## src/rtl/rf_pkg.sv

```systemverilog
// Shared definitions for the multi-port integer register file.
// Provides default geometry, the register-index type and the zero-register index.
package rf_pkg;

  localparam int unsigned XLEN_DEF  = 32;
  localparam int unsigned NREGS_DEF = 32;
  localparam int unsigned AW_DEF    = $clog2(NREGS_DEF);

  // Register index at the default geometry
  typedef logic [AW_DEF-1:0] reg_idx_t;

  // Architectural x0: reads as zero, never written, never pending
  localparam int unsigned ZERO_REG = 0;

endpackage

```

## src/rtl/rf_scoreboard.sv

```systemverilog
// Per-register pending (scoreboard) bits for the register file.
// Ports:
//   clk, rst          clock, asynchronous active-high reset
//   iss_en, iss_addr  issue strobe and destination; marks the register pending
//   flush             clears every pending bit (issue ignored that cycle)
//   wr_en, wr_addr    writeback ports; an enabled write clears its target's bit
//   busy_vec          registered scoreboard, bit i = register i pending
module rf_scoreboard
  import rf_pkg::*;
#(
  parameter  int unsigned NREGS = NREGS_DEF,
  parameter  int unsigned NWR   = 1,
  localparam int unsigned AW    = $clog2(NREGS)
) (
  input  logic              clk,
  input  logic              rst,
  input  logic              iss_en,
  input  logic [AW-1:0]     iss_addr,
  input  logic              flush,
  input  logic [NWR-1:0]    wr_en,
  input  logic [NWR*AW-1:0] wr_addr,
  output logic [NREGS-1:0]  busy_vec
);

  logic [NREGS-1:0] busy_q;
  logic [NREGS-1:0] busy_d;

  // Priority: flush > issue > writeback clear > hold
  always_comb begin
    busy_d = busy_q;
    if (flush) begin
      busy_d = '0;
    end else begin
      for (int j = 0; j < NWR; j++) begin
        if (wr_en[j]) begin
          busy_d[wr_addr[j*AW +: AW]] = 1'b0;
        end
      end
      // Applied after the clears so a new producer owns the register
      if (iss_en) begin
        busy_d[iss_addr] = 1'b1;
      end
    end
    busy_d[ZERO_REG] = 1'b0;
  end

  always_ff @(posedge clk or posedge rst) begin
    if (rst) begin
      busy_q <= '0;
    end else begin
      busy_q <= busy_d;
    end
  end

  assign busy_vec = busy_q;

endmodule

```

## src/rtl/reg_file_mp.sv

```systemverilog
// Parametrised multi-port integer register file with scoreboard.
// NRD asynchronous read ports, NWR synchronous write ports, x0 hardwired to zero.
// Optional feature macro: RF_BYPASS_EN -- same-cycle write-to-read forwarding.
// Ports:
//   clk, rst             clock, asynchronous active-high reset
//   rd_addr / rd_data    read port k at [k*AW +: AW] / [k*XLEN +: XLEN]
//   rd_busy              pending bit of the register addressed by read port k
//   wr_en/addr/data      write ports; highest-index port wins on conflict
//   iss_en, iss_addr     issue strobe marking a destination pending
//   flush                clears all pending bits
//   busy_vec             full scoreboard
module reg_file_mp
  import rf_pkg::*;
#(
  parameter  int unsigned XLEN  = XLEN_DEF,
  parameter  int unsigned NREGS = NREGS_DEF,
  parameter  int unsigned NRD   = 2,
  parameter  int unsigned NWR   = 1,
  localparam int unsigned AW    = $clog2(NREGS)
) (
  input  logic                clk,
  input  logic                rst,
  input  logic [NRD*AW-1:0]   rd_addr,
  output logic [NRD*XLEN-1:0] rd_data,
  output logic [NRD-1:0]      rd_busy,
  input  logic [NWR-1:0]      wr_en,
  input  logic [NWR*AW-1:0]   wr_addr,
  input  logic [NWR*XLEN-1:0] wr_data,
  input  logic                iss_en,
  input  logic [AW-1:0]       iss_addr,
  input  logic                flush,
  output logic [NREGS-1:0]    busy_vec
);

  logic [XLEN-1:0] regs_q [NREGS];
  logic [XLEN-1:0] regs_d [NREGS];
  logic [AW-1:0]   rd_idx [NRD];

  // Storage next-state: ascending port order makes the highest index win
  always_comb begin
    regs_d = regs_q;
    for (int j = 0; j < NWR; j++) begin
      if (wr_en[j] && (wr_addr[j*AW +: AW] != AW'(ZERO_REG))) begin
        regs_d[wr_addr[j*AW +: AW]] = wr_data[j*XLEN +: XLEN];
      end
    end
  end

  always_ff @(posedge clk or posedge rst) begin
    if (rst) begin
      for (int i = 0; i < NREGS; i++) begin
        regs_q[i] <= '0;
      end
    end else begin
      regs_q <= regs_d;
    end
  end

  rf_scoreboard #(
    .NREGS (NREGS),
    .NWR   (NWR)
  ) u_scoreboard (
    .clk      (clk),
    .rst      (rst),
    .iss_en   (iss_en),
    .iss_addr (iss_addr),
    .flush    (flush),
    .wr_en    (wr_en),
    .wr_addr  (wr_addr),
    .busy_vec (busy_vec)
  );

  // Unpack read addresses per port
  always_comb begin
    for (int k = 0; k < NRD; k++) begin
      rd_idx[k] = rd_addr[k*AW +: AW];
    end
  end

  // Read mux with x0 forced to zero and optional write forwarding
  always_comb begin
    rd_data = '0;
    rd_busy = '0;
    for (int k = 0; k < NRD; k++) begin
      if (rd_idx[k] != AW'(ZERO_REG)) begin
        rd_data[k*XLEN +: XLEN] = regs_q[rd_idx[k]];
        rd_busy[k]              = busy_vec[rd_idx[k]];
`ifdef RF_BYPASS_EN
        // Reset must win, so forwarding is suppressed while rst is held
        for (int j = 0; j < NWR; j++) begin
          if (!rst && wr_en[j] && (wr_addr[j*AW +: AW] == rd_idx[k])) begin
            rd_data[k*XLEN +: XLEN] = wr_data[j*XLEN +: XLEN];
            rd_busy[k]              = 1'b0;
          end
        end
`endif
      end
    end
  end

endmodule

```

## config.mk

```make
export PLATFORM = sky130hd
export DESIGN_NAME = reg_file_mp
export DESIGN_NICKNAME = d
export VERILOG_FILES = /design/src/rtl/rf_pkg.sv /design/src/rtl/rf_scoreboard.sv /design/src/rtl/reg_file_mp.sv
export SDC_FILE = /design/constraint.sdc
export NUM_CORES = 2
export LEC_CHECK = 0
export ABC_CLOCK_PERIOD_IN_PS = 45600
export CELL_PAD_IN_SITES_DETAIL_PLACEMENT = 1
export CELL_PAD_IN_SITES_GLOBAL_PLACEMENT = 2
export CORE_MARGIN = 2
export CORE_UTILIZATION = 28
export CTS_CLUSTER_DIAMETER = 150
export DETAILED_ROUTE_END_ITERATION = 8
export GPL_TIMING_DRIVEN = 0
export PLACE_DENSITY_LB_ADDON = 0.1
export SYNTH_ARGS = -nofsm -noshare
export SYNTH_HDL_FRONTEND = slang
export SYNTH_SLANG_ARGS = --single-unit
```

## constraint.sdc

```tcl
create_clock -name clk -period 45.6 [get_ports clk]
set_clock_uncertainty 0.05 [all_clocks]
set_input_delay 6.84 -clock clk [delete_from_list [all_inputs] [get_ports clk]]
set_output_delay 6.84 -clock clk [all_outputs]
set_load 0.02 [all_outputs]
```

==> results by group <==
Clock tree
  – CTS tree: yes
  – CTS root buf: clkbuf_16
  – Num Clock Sinks: between 1000 and 1500
  – CTS Buf Count: 139
  – H-tree Lvls: 4
  – Bufs on Longest Clock Path: 3
  – Post CTS Setup Buffer Count: 0
  – Resized cells post-CTS: 0
  – Hold_buf cts: 0
  – Clock Latency Late Sink: 0.80 ns
  – Clock Pin Slew Worst Setup and Hold Paths: around 0.050 ns

Yosys
  – Cells after Synth: around 3800
  – Synth async-reset ratio: 100%
  – Mean Syn Cell Area: around 15 µm²
  – Number of library cell types mapped by synthesis: 44
  – Count leader, synth: dfrtp_1
  – Top_reg_cell synth: dfrtp_1
  – Number of flops mapped to enable cells by yosys: 0
  – Synth area leaders: dfrtp_1 46%, mux2_2 21%, mux4_2 16%
  – Area share of the largest cell type after synthesis: 46.3%
  – Register area share after synthesis: 46.3%
  – Post-Syn Area: 0.0570 mm²
  – Top cells by count, synth: 1055 x dfrtp_1, 1052 x mux2_2, 412 x mux4_2
  – Yosys reg bits: ~1100
  – Ys Warns: 0
  – Post-synth top area cell: dfrtp_1
  – Syn_nets: 3848

Routing
  – Final ANT Viol Nets: 0
  – WL per Instance: 40.3 µm
  – # DRC: 0
  – Via count: 38800
  – Drt total wl: 278000 µm
  – Post-DR vias/cell: 5.64
  – Drt pass-1 iters: 5
  – Initial DRC Count: 3300

Place
  – Buffers added on ports: 145
  – Final GP Congestion: 0.838
  – DP HPWL: 193000 µm
  – Cells after DPL: approximately 6600

Power
  – Leakage: 0.0281 µW
  – Internal power: around 2100 µW
  – Clock share of power: 38.3%
  – P per Cell Area: 45.2 mW/mm²
  – Worst vdd ir: 0.0278 mV
  – Tot Pwr: 3030 µW
  – Sw power: 883 µW
  – Comb pwr share: 20.7%
  – Flop pwr share: 41.0%
  – Switch share: roughly 29%

Setup path
  – Worst setup EP type: output pin
  – CP arrival: 11.76 ns
  – CP Class: primary input to output pin
  – Crit Path Max Fanout: 10
  – Crit start category: primary input
  – Worst Path Required: 38.71 ns

Floorplanning
  – IO Pins: 155
  – Die height: 455 µm
  – Chip width: 455 µm
  – Core Box Area: 0.202 mm²
  – Initial Utilization: 28.2%
  – Die area: 0.207 mm²
  – FP Rows: 165

Timing
  – Max transition margin: 0.296%
  – RSZ-0062 raised after global routing: no
  – Slew @ Worst Pin: about 1.5 ns
  – Tmin final: about 19 ns
  – Part of the cycle the worst path needs: 40.9%
  – Setup Viol. Count Final: 0
  – Final hold violations: 0
  – Final max-slew violation count: 0
  – Final TNS setup: 0 ns
  – Final hold slack: between 0.4 and 0.5 ns
  – Achievable Freq: 53.6 MHz

Global route
  – Total grt overflow: 0
  – Vias in the first global route: slightly above 40000
  – Largest net degree at the start of global routing: 120
  – GRT Total Usage: 26.9%
  – Global-route wire length before repair: 376000 µm
  – Initial antenna violation count: 13

Min path
  – Min-Delay Path Class: flip-flop to flip-flop

Final layout
  – Net count, final: 4148
  – Layout fillers: approximately 21000
  – Ratio of cells with drive above 1 in the final layout: 47.1%
  – Fin util: 33.1%
  – Register area: 0.0264 mm²
  – Area added between synthesis and finish: 17.5%
  – Final non-filler cell total: about 7000
  – Multi-input logic area: 0.0281 mm²

Run status
  – Failing checks: capacitance limit
  – Status: finished, violations left

Flow run
  – Max-cap violations: 1
per-stage QoR:
stage,instance area (µm²),setup WS [ns]
5_1_grt,66900,27.03
6_report,67000,26.95
3_3_place_gp,61800,-7.96
4_1_cts,66900,27.01
2_1_floorplan,57000,9.01
3_5_place_dp,62200,27.01
layout make-up:
class / count / area share, %
antenna: 9 / 0.0336
buffer: 441 / 3.81
clock buffer: 226 / 6.60
clock inverter: 25 / 0.499
inverter: 3 / 0.0280
multi-input combinational: 2292 / 41.9
sequential: 1055 / 39.4
tap: 2672 / 4.99
timing repair buffer: 159 / 2.70
flip-flops by register name (all words and copies together) (netlist names):
name,count
u_scoreboard.busy_vec,31
regs_q,1024
routing by layer:
layer,global-route usage (%),wire [µm],vias up
met4,8.07,8110,2
met5,0,20,-
met2,41.6,127000,1136
met1,38.1,128000,21900
met3,4.94,14500,336
li1,-,-,15400
power groups by stage:
stage	Clock (µW)	Combinational, µW	Sequential [µW]
finish	1160	625	1240
global route	1220	660	1270
CTS	1190	627	1240
global placement	0	613	1250
floorplan	0	433	1210
detailed placement	0	625	1250
cell families after synthesis:
family	after synthesis	share of synthesized area, %
mux	1652	41.8
simple gates	211	2.03
buf+inv	444	4.48
compound gates	428	5.38
other cells	1	0.00658
flops	1055	46.3
worst max-delay path, stage by stage:
cell	delay [ns]
clkdlybuf4s50_1	0.67
or2_1	0.15
clkbuf_1	0.88
clkbuf_2	0.85
o21ai_0	0.32
a311oi_1	1.17
clkdlybuf4s50_1	0.84
worst paths after layout:
| path | startpoint | to | slack, ns | depth (start not counted) |
|---|---|---|---|---|
| worst min-delay path | regs_q[1011] | regs_q[1011] | 0.43 | 1 |
| min in group asynchronous | rst | regs_q[186] | 6.57 | 2 |
| worst max-delay path | rd_addr[3] | rd_data[0] | 26.95 | 7 |
| worst max register to register | u_scoreboard.busy_vec[1] | u_scoreboard.busy_vec[1] | 44.70 | 2 |
| max in group asynchronous | rst | regs_q[748] | 36.75 | 5 |
| worst min register to register | regs_q[1011] | regs_q[1011] | 0.43 | 1 |
layout by cell type (no fill, tap or decap), drive strengths merged, types with 3 or more instances in the layout:
| cell | netlist | routed |
|---|---|---|
| clkinv | 0 | 15 |
| clkdlybuf4s50 | 0 | 145 |
| clkbuf | 195 | 421 |
| nor2b | 68 | 68 |
| nor3b | 8 | 8 |
| mux4 | 460 | 460 |
| nand2b | 4 | 4 |
| a211oi | 64 | 64 |
| inv | 3 | 6 |
| o2111ai | 17 | 17 |
| o21ai | 131 | 131 |
| nand2 | 68 | 68 |
| mux2 | 1060 | 1060 |
| a22oi | 81 | 81 |
| a311oi | 66 | 66 |
| bufinv | 0 | 7 |
| dfrtp | 1055 | 1055 |
| mux2i | 132 | 132 |
| nand3b | 5 | 5 |
| and3b | 4 | 4 |
| diode | 0 | 9 |
| a21oi | 18 | 18 |
| nor2 | 40 | 40 |
| a221oi | 49 | 49 |
| buf | 246 | 260 |
| and3 | 3 | 3 |
Power figures use the tool's default switching activity.
